File: config.mk
export PLATFORM = sky130hd
export DESIGN_NAME = fetch_unit
export DESIGN_NICKNAME = d
export VERILOG_FILES = /design/src/rtl/fetch_pkg.sv /design/src/rtl/fetch_skid_buf.sv /design/src/rtl/fetch_unit.sv
export SDC_FILE = /design/constraint.sdc
export NUM_CORES = 1
export LEC_CHECK = 0
export ABC_AREA = 1
export CAP_MARGIN = 20
export CORE_ASPECT_RATIO = 1.4
export CORE_MARGIN = 4
export CORE_UTILIZATION = 48
export DETAILED_ROUTE_END_ITERATION = 10
export GPL_TIMING_DRIVEN = 1
export PLACE_DENSITY = 0.83
export SLEW_MARGIN = 5
export SYNTH_ARGS = -nofsm -noshare
export SYNTH_HDL_FRONTEND = slang
export SYNTH_SLANG_ARGS = --single-unit
File: constraint.sdc
create_clock -name clk -period 1.6 [get_ports clk]
set_clock_uncertainty 0.1 [all_clocks]
set_input_delay 0.16 -clock clk [delete_from_list [all_inputs] [get_ports clk]]
set_output_delay 0.16 -clock clk [all_outputs]
set_load 0.1 [all_outputs]
File: src/rtl/fetch_pkg.sv
// Shared types and constants for the instruction-fetch stage.
//   fetch_state_e : request FSM state encoding
//   NOP_INSTR     : instruction presented to decode whenever IF/ID is empty
package fetch_pkg;

    typedef enum logic [1:0] {
        IDLE = 2'd0,  // first cycle out of reset, no request yet
        REQ  = 2'd1,  // imem_req high, waiting for grant
        WAIT = 2'd2,  // one request outstanding, waiting for rvalid
        HOLD = 2'd3   // buffers full, no request until skid drains
    } fetch_state_e;

    localparam logic [31:0] NOP_INSTR = 32'h0000_0013;

endpackage

File: src/rtl/fetch_skid_buf.sv
// Two-entry instruction buffer between fetch and decode.
// Entry 0 is the IF/ID register seen by decode; entry 1 is a skid slot that
// catches a response arriving while decode is stalled.
// Ports:
//   clk, rst_n      clock / async active-low reset
//   flush           drop both entries (taken branch)
//   stall           decode cannot accept; IF/ID holds
//   push            new instruction from memory
//   push_instr/pc   payload of push
//   out_valid/instr/pc   IF/ID contents (instr = NOP when empty)
//   skid_valid      skid slot occupied
//   skid_full_next  skid slot will be occupied next cycle
module fetch_skid_buf
    import fetch_pkg::*;
#(
    parameter int XLEN = 32
) (
    input  logic            clk,
    input  logic            rst_n,
    input  logic            flush,
    input  logic            stall,
    input  logic            push,
    input  logic [31:0]     push_instr,
    input  logic [XLEN-1:0] push_pc,
    output logic            out_valid,
    output logic [31:0]     out_instr,
    output logic [XLEN-1:0] out_pc,
    output logic            skid_valid,
    output logic            skid_full_next
);

    logic [31:0]     skid_instr;
    logic [XLEN-1:0] skid_pc;
    logic            advance;
    logic            skid_load;

    // IF/ID may take a new entry when decode consumes it or it is empty.
    assign advance = !stall || !out_valid;

    // A push lands in the skid when IF/ID is held, or when the skid is
    // itself moving into IF/ID this cycle (keeps order).
    assign skid_load = push && !flush && (!advance || skid_valid);

    always_comb begin
        skid_full_next = 1'b0;
        if (!flush) begin
            if (advance) skid_full_next = skid_valid && push;
            else         skid_full_next = skid_valid || push;
        end
    end

    always_ff @(posedge clk or negedge rst_n) begin
        if (!rst_n) begin
            out_valid <= 1'b0;
            out_instr <= NOP_INSTR;
            out_pc    <= '0;
        end else if (flush) begin
            out_valid <= 1'b0;
            out_instr <= NOP_INSTR;
            out_pc    <= '0;
        end else if (advance) begin
            if (skid_valid) begin
                out_valid <= 1'b1;
                out_instr <= skid_instr;
                out_pc    <= skid_pc;
            end else if (push) begin
                out_valid <= 1'b1;
                out_instr <= push_instr;
                out_pc    <= push_pc;
            end else begin
                // consumed with nothing behind it; pc is left as-is
                out_valid <= 1'b0;
                out_instr <= NOP_INSTR;
            end
        end
    end

    always_ff @(posedge clk or negedge rst_n) begin
        if (!rst_n) begin
            skid_valid <= 1'b0;
            skid_instr <= NOP_INSTR;
            skid_pc    <= '0;
        end else begin
            skid_valid <= skid_full_next;
            if (skid_load) begin
                skid_instr <= push_instr;
                skid_pc    <= push_pc;
            end
        end
    end

endmodule

File: src/rtl/fetch_unit.sv
// Instruction-fetch stage. Owns the PC, issues one outstanding read at a
// time to instruction memory and hands instructions to decode through
// fetch_skid_buf. A taken branch (pc_sel) redirects the PC, flushes the
// buffer and discards a response still in flight.
// Ports:
//   clk, rst_n                  clock / async active-low reset
//   pc_sel, branch_target       redirect request and target (bits[1:0] ignored)
//   stall                       decode back-pressure
//   imem_req/addr/gnt           request handshake (req & gnt)
//   imem_rvalid/rdata           one response per accepted request
//   if_valid/if_instr/if_pc     IF/ID register towards decode
module fetch_unit
    import fetch_pkg::*;
#(
    parameter int               XLEN     = 32,
    parameter logic [XLEN-1:0]  RESET_PC = '0
) (
    input  logic            clk,
    input  logic            rst_n,
    input  logic            pc_sel,
    input  logic [XLEN-1:0] branch_target,
    input  logic            stall,
    output logic            imem_req,
    output logic [XLEN-1:0] imem_addr,
    input  logic            imem_gnt,
    input  logic            imem_rvalid,
    input  logic [31:0]     imem_rdata,
    output logic            if_valid,
    output logic [31:0]     if_instr,
    output logic [XLEN-1:0] if_pc
);

    localparam logic [XLEN-1:0] PC_STEP    = XLEN'(4);
    localparam logic [XLEN-1:0] ALIGN_MASK = {{(XLEN-2){1'b1}}, 2'b00};

    fetch_state_e    state, state_nxt;
    logic [XLEN-1:0] pc, pc_nxt;
    logic            drop, drop_nxt;
    logic [XLEN-1:0] target;
    logic            push;
    logic            skid_valid;
    logic            skid_full_next;

    assign target    = branch_target & ALIGN_MASK;
    assign imem_req  = (state == REQ);
    assign imem_addr = pc;

    // Responses count only while waiting for one; anything seen in IDLE,
    // REQ or HOLD is a leftover from before a reset and is ignored.
    assign push = imem_rvalid && (state == WAIT) && !drop && !pc_sel;

    always_comb begin
        state_nxt = state;
        pc_nxt    = pc;
        drop_nxt  = drop;
        if (pc_sel) begin
            pc_nxt    = target;
            drop_nxt  = 1'b0;
            state_nxt = REQ;
            case (state)
                // old address was accepted this cycle: its data must be dropped
                REQ:  if (imem_gnt) begin
                          state_nxt = WAIT;
                          drop_nxt  = 1'b1;
                      end
                // response not yet back: wait for it and throw it away
                WAIT: if (!imem_rvalid) begin
                          state_nxt = WAIT;
                          drop_nxt  = 1'b1;
                      end
                default: ;
            endcase
        end else begin
            case (state)
                IDLE: state_nxt = REQ;
                REQ:  if (imem_gnt) begin
                          state_nxt = WAIT;
                          pc_nxt    = pc + PC_STEP;
                      end
                WAIT: if (imem_rvalid) begin
                          drop_nxt  = 1'b0;
                          state_nxt = (drop || !skid_full_next) ? REQ : HOLD;
                      end
                HOLD: if (!skid_valid) state_nxt = REQ;
                default: state_nxt = IDLE;
            endcase
        end
    end

    always_ff @(posedge clk or negedge rst_n) begin
        if (!rst_n) begin
            state <= IDLE;
            pc    <= RESET_PC;
            drop  <= 1'b0;
        end else begin
            state <= state_nxt;
            pc    <= pc_nxt;
            drop  <= drop_nxt;
        end
    end

    // In WAIT without a redirect, pc already points one word past the
    // outstanding request, so the response address is pc - 4.
    fetch_skid_buf #(
        .XLEN(XLEN)
    ) u_buf (
        .clk            (clk),
        .rst_n          (rst_n),
        .flush          (pc_sel),
        .stall          (stall),
        .push           (push),
        .push_instr     (imem_rdata),
        .push_pc        (pc - PC_STEP),
        .out_valid      (if_valid),
        .out_instr      (if_instr),
        .out_pc         (if_pc),
        .skid_valid     (skid_valid),
        .skid_full_next (skid_full_next)
    );

endmodule
# Word level (Yosys, flattened, before mapping)
# Index checks and enable logic that the tools add are counted.
# word_totals
register_bits	165
in_bits	70
# op_classes
add_sub_neg	2
eq_ne	6
mux	32
n_reduce_logical	27
# ops
op	count
$mux 32	11
$add 32x3->32 const B	1
$sub 32x3->32 const B	1
$mux 2	7
$mux 1	11
$reduce_bool 2->1	5
$pmux 2 s4	1
$logic_and 1x1->1	6
$logic_not 1->1	6
$ne 3x3->1 const B	2
$reduce_and 2->1	3
$eq 2x2->1 const B	2
$logic_or 1x1->1	4
$pmux 2 s2	1
$ne 3x2->1 const B	1
$reduce_and 3->1	1
$reduce_bool 3->1	1
$eq 2x1->1 const B	1
$logic_not 2->1	1
$pmux 1 s2	1

# Longest topological paths before layout
# logic_depth
depth_word	13
ltp_mapped	11

# Hierarchy
# From an unflattened synthesis, not the netlist that was laid out.
# hier_totals
hier_cells	1245
hier_area_um2	8937.3
# by_module_without_submodules
module	instances	cells_each	area_each_um2	seq_area_each_um2
fetch_skid_buf	1	740	5820.6	3260.6
fetch_unit	1	505	3116.7	825.8

# Worst setup path before layout
# Ideal clock, no wire load.
# synth_timing
path_type	register to register
start	register state[1]
end	register pc[21], in the netlist imem_addr[21]
setup_time_ns	0.065
t_arrival_ns	2.268
t_required_ns	1.435
slack_ns	-0.832
path_stages_with_launch	8
synth_period_minus_slack_ns	2.432
cell_sequence	dfrtp_1 > inv_1 > ha_1 > nand2_1 > nor2_1 > clkbuf_1 > nand3_1 > nand2_1
# synth_via
elab_chain_len	3
# synth_lines
element	line_no	text
start, declared	fetch_unit.sv:36	fetch_state_e state, state_nxt;
start signal, assigned	fetch_unit.sv:96	state <= state_nxt;
$eq 2x1->1	-	
named net imem_req	fetch_unit.sv:23	output logic imem_req,
$reduce_bool 2->1 (no source line)	-	
$reduce_and 2->1 (no source line)	-	
end signal, assigned	fetch_unit.sv:97	pc <= pc_nxt;
end, declared	fetch_unit.sv:37	logic [XLEN-1:0] pc, pc_nxt;
# The timed path passes the listed nets, and every way through them passes these cells.
# A chain may end at the register's enable or synchronous reset.

# Worst setup path after layout
# layout_timing
start	register state[0]
end	register u_buf.skid_instr[31]
# layout_via
elab_chain_len	6
# layout_lines
element	line_no	text
$eq 2x2->1	fetch_unit.sv:50	assign push = imem_rvalid && (state == WAIT) && !drop && !pc_sel;
$logic_and 1x1->1 (3 in a row)	fetch_unit.sv:50	
$logic_and 1x1->1 (2 in a row)	fetch_skid_buf.sv:42	assign skid_load = push && !flush && (!advance || skid_valid);
end signal, assigned	fetch_skid_buf.sv:86	skid_instr <= push_instr;
end, declared	fetch_skid_buf.sv:32	logic [31:0] skid_instr;
# Every way passes these cells.

==> PnR_summary.wiki <==
{| class="wikitable"
! Metric !! Value
|-
| CP arrival || 2.45 ns
|-
| Slowest cell on the critical path || sky130_fd_sc_hd__o21ai_1
|-
| Final critical-path required period || 2.250 ns
|-
| Number of distinct library cells after synthesis || 35
|-
| Final critical-path share of the clock period || 1.406
|-
| Combinational cell fraction of total power || 0.490
|-
| Sw power || 9839 uW
|-
| Global-route wire length before repair || 52890 microns
|-
| Endpoint kind of the worst setup timing path || flop
|-
| Number of buffers between clock root and the deepest sink || 2
|-
| Clock root cell || sky130_fd_sc_hd__clkbuf_16
|-
| Warning count from the yosys run || 0
|-
| Startpoint kind of the worst setup timing path || flop
|-
| Most frequent standard cell in the layout excluding fill and tap cells || sky130_fd_sc_hd__nand2_1
|-
| Final setup violation count || 167
|-
| Sequential-to-total area share from yosys stat || 0.4631
|-
| Core Box Area || 17540 sq um
|-
| Stage delay of the slowest cell on the critical path || 0.49 ns
|-
| Number of antenna violations at the first check in global routing || 6
|-
| Die area || 20290 sq um
|-
| Fin. Hold Viols || 0
|-
| Setup total negative slack || -34.81 ns
|-
| Number of instances in the synthesized netlist || 1175
|-
| Category of the critical setup timing path || flop to flop
|-
| Layout-stage area growth over the synthesis result || 77.51%
|-
| Placer's final routability congestion estimate || 0.9420
|-
| Die span in x || 121.5 microns
|-
| Total congestion overflow || 0
|-
| Max-capacitance violation count || 0
|-
| Average routed wire per standard cell || 27.77 microns
|-
| Die Span Y || 166.9 microns
|-
| Total wire length after detailed routing || 47930 microns
|-
| Cell breakdown of the critical path || inv_1 > ha_2 > nand2_4 > nor2_4 > nand3_4 > buf_12 > clkbuf_16 > o21ai_1
|-
| Initial core utilization || 0.4937
|-
| CTS clock-pin slew for the worst setup and hold paths || 0.08 ns
|-
| Via-to-Cell Ratio || 6.499
|-
| Source-to-sink clock delay at the later pin of the worst-skew pair || 0.46 ns
|-
| Number of vias in the routed layout || 11217
|-
| Fmax achieved || 0.4445 GHz
|-
| Synthesized cell area || 8662 sq um
|-
| I/O Buffers || 163
|-
| Unrepaired setup endpoints after global routing || true
|-
| Clock network fraction of design power || 0.214
|-
| Sequential fraction of design power || 0.296
|-
| Result of the run || complete, but fails checks
|-
| Sinks on Clock Net || 160
|-
| Crit-path max FO || 12
|-
| DRT Pass-1 Iters || 11
|-
| FP Rows || 57
|-
| WP data required || 1.80 ns
|-
| Top library cells by usage in the layout, fill and taps aside || 257 x sky130_fd_sc_hd__nand2_1, 124 x sky130_fd_sc_hd__dfrtp_1, 114 x sky130_fd_sc_hd__buf_4
|-
| Final HPWL DP || 21920 microns
|-
| Worst-case headroom to the max-slew limit || 0.5664
|-
| Total global routing track utilization || 0.3308
|-
| # H-tree levels || 4
|-
| Pwr per Cell Area || 1379 nW/um^2
|-
| Post-layout power || 21200 uW
|-
| Routed Antenna Nets || 0
|-
| Cell internal pwr || 11360 uW
|-
| Mean area per synthesized cell || 7.372 sq um
|-
| Number of enable flip-flop cells after synthesis || 0
|-
| Violated checks || design-rule violations, negative setup slack
|-
| Starting DRC count in detailed routing || 1657
|-
| Total of flip-flops plus latches after synthesis || 160
|-
| Sw Share || 0.4642
|-
| Via count of the first global-routing pass || 10087
|-
| Util after Layout || 0.8764
|-
| Async S/R FF share, synth || 1.000
|-
| Number of pins with negative max-slew slack in the final report || 0
|-
| Largest net degree at the start of global routing || 74
|-
| Total clock buffers created by CTS || 17
|-
| Number of DRC violations after detailed routing || 1
|-
| Static Leak || 0.007238 uW
|-
| Worst Slack Setup Final || -0.6496 ns
|-
| Slew at the pin closest to its max-slew limit || 0.6499 ns
|-
| Synth Flop Type || sky130_fd_sc_hd__dfrtp_1
|-
| Clock tree from TritonCTS || yes
|-
| Min-delay worst type || input pin to flop
|-
| Peak ir drop on the vdd network || 1.036 mV
|-
| Count of boundary I/O pins || 168
|-
| Share of layout cells above drive strength 1 || 0.4439
|-
| Final Net Count || 1552
|}
## final timing paths
check	from	to	slack [ns]	depth (start not counted)
hold reg to reg	u_buf.skid_instr[1]	u_buf.skid_instr[1]	0.41	2
max in group asynchronous	rst_n	u_buf.out_instr[7]	0.64	3
setup reg to reg	state[0]	u_buf.skid_instr[31]	-0.65	8
hold / removal	branch_target[19]	imem_addr[19]	0.18	3
setup / recovery	state[0]	u_buf.skid_instr[31]	-0.65	8
min in group asynchronous	rst_n	u_buf.out_instr[26]	0.24	3
## through the flow
step | hold WS [ns] | setup slack (ns) | instances | area (sq um)
6_report | 0.1779 | -0.6496 | 1726 | 15380
5_1_grt | 0.2120 | -0.6496 | 1726 | 15380
4_1_cts | 0.1625 | -0.1374 | 1694 | 14120
3_5_place_dp | 0.06096 | -0.2398 | 1640 | 12750
3_3_place_gp | 0.05838 | -0.1974 | 1640 | 12750
2_1_floorplan | -0.2356 | -0.1448 | 1176 | 9195
## timing repair
item                                    4_1_cts  5_1_grt
endpoints found under the setup margin      130      158
hold endpoints to repair                    160        0
hold buffers                                  1        0
buffers inserted                             20       17
pin swaps                                    52       67
gates cloned                                  4       16
resized for setup                           187      229
## registers in the layout (all words and copies together) (netlist names), 2 cells and up
signal,count
u_buf.skid_pc,30
u_buf.skid_instr,32
state,2
imem_addr,30
u_buf.out_instr,32
u_buf.out_pc,31
## per-layer routing
layer / share of wire / track usage / routed length [microns]
met4: 0.12 / 0.2067 / 5724
met2: 0.45 / 0.5829 / 21690
met1: 0.30 / 0.3689 / 14500
met5: 0.00081 / 0 / 39
met3: 0.12 / 0.04851 / 5973
## Yosys cell counts, types with 2 or more instances
library cell	instances	area, sq um
sky130_fd_sc_hd__a21oi_1	30	150.1
sky130_fd_sc_hd__a22o_1	29	254.0
sky130_fd_sc_hd__a31oi_1	3	18.77
sky130_fd_sc_hd__buf_2	27	135.1
sky130_fd_sc_hd__buf_4	9	67.56
sky130_fd_sc_hd__clkbuf_1	23	86.33
sky130_fd_sc_hd__clkbuf_2	3	15.01
sky130_fd_sc_hd__dfrtp_1	154	3854
sky130_fd_sc_hd__dfstp_2	6	157.7
sky130_fd_sc_hd__ha_1	6	75.07
sky130_fd_sc_hd__inv_1	118	442.9
sky130_fd_sc_hd__inv_2	4	15.01
sky130_fd_sc_hd__nand2_1	378	1419
sky130_fd_sc_hd__nand3_1	64	320.3
sky130_fd_sc_hd__nand4_1	12	75.07
sky130_fd_sc_hd__nor2_1	120	450.4
sky130_fd_sc_hd__nor2_2	10	62.56
sky130_fd_sc_hd__nor2_4	2	22.52
sky130_fd_sc_hd__o211ai_1	7	52.55
sky130_fd_sc_hd__o21a_1	4	30.03
sky130_fd_sc_hd__o21ai_0	111	555.5
sky130_fd_sc_hd__o21ai_1	13	65.06
sky130_fd_sc_hd__o21bai_1	4	30.03
sky130_fd_sc_hd__o221ai_1	2	17.52
sky130_fd_sc_hd__or2_2	3	18.77
sky130_fd_sc_hd__xor2_1	24	210.2
## layout make-up
class                      instances  area [sq um]
sequential                       160          4099
clock buffer                      17         425.4
timing repair buffer             343          4566
multi-input combinational        832          5296
inverter                         122         493.0
fill                             725          2168
tap                              236         295.3
clock inverter                    15         198.9
antenna                            1         2.502
## critical path, delay by kind of cell, from the launching register on
kind                       cells  cell delay (ns)
AOI/OAI and AO/OA              1             0.49
buffers and inverters          3             0.48
DFF                            1             0.41
and+or+nand+nor                3             0.40
adders and majority gates      1             0.22
## logic make-up after synthesis
family | count (synthesis) | synth area share
flip-flops | 160 | 0.4631
XOR/XNOR | 25 | 0.02528
adder cells (fa/ha/maj) | 6 | 0.008667
other | 1 | 0.0004329
AND/OR/NAND/NOR | 592 | 0.2756
buffers and inverters | 184 | 0.08797
AO/OA/AOI/OAI | 207 | 0.1390
## power groups by stage
stage | Clock (uW) | Sequential [uW] | Combinational [uW]
finish | 4550 | 6260 | 10400
floorplan | 0 | 8170 | 2610
CTS | 4360 | 5950 | 8950
detailed placement | 0 | 5960 | 8340
global placement | 0 | 5910 | 8180
global route | 4670 | 6260 | 10700
(Power assumes the default switching activity.)
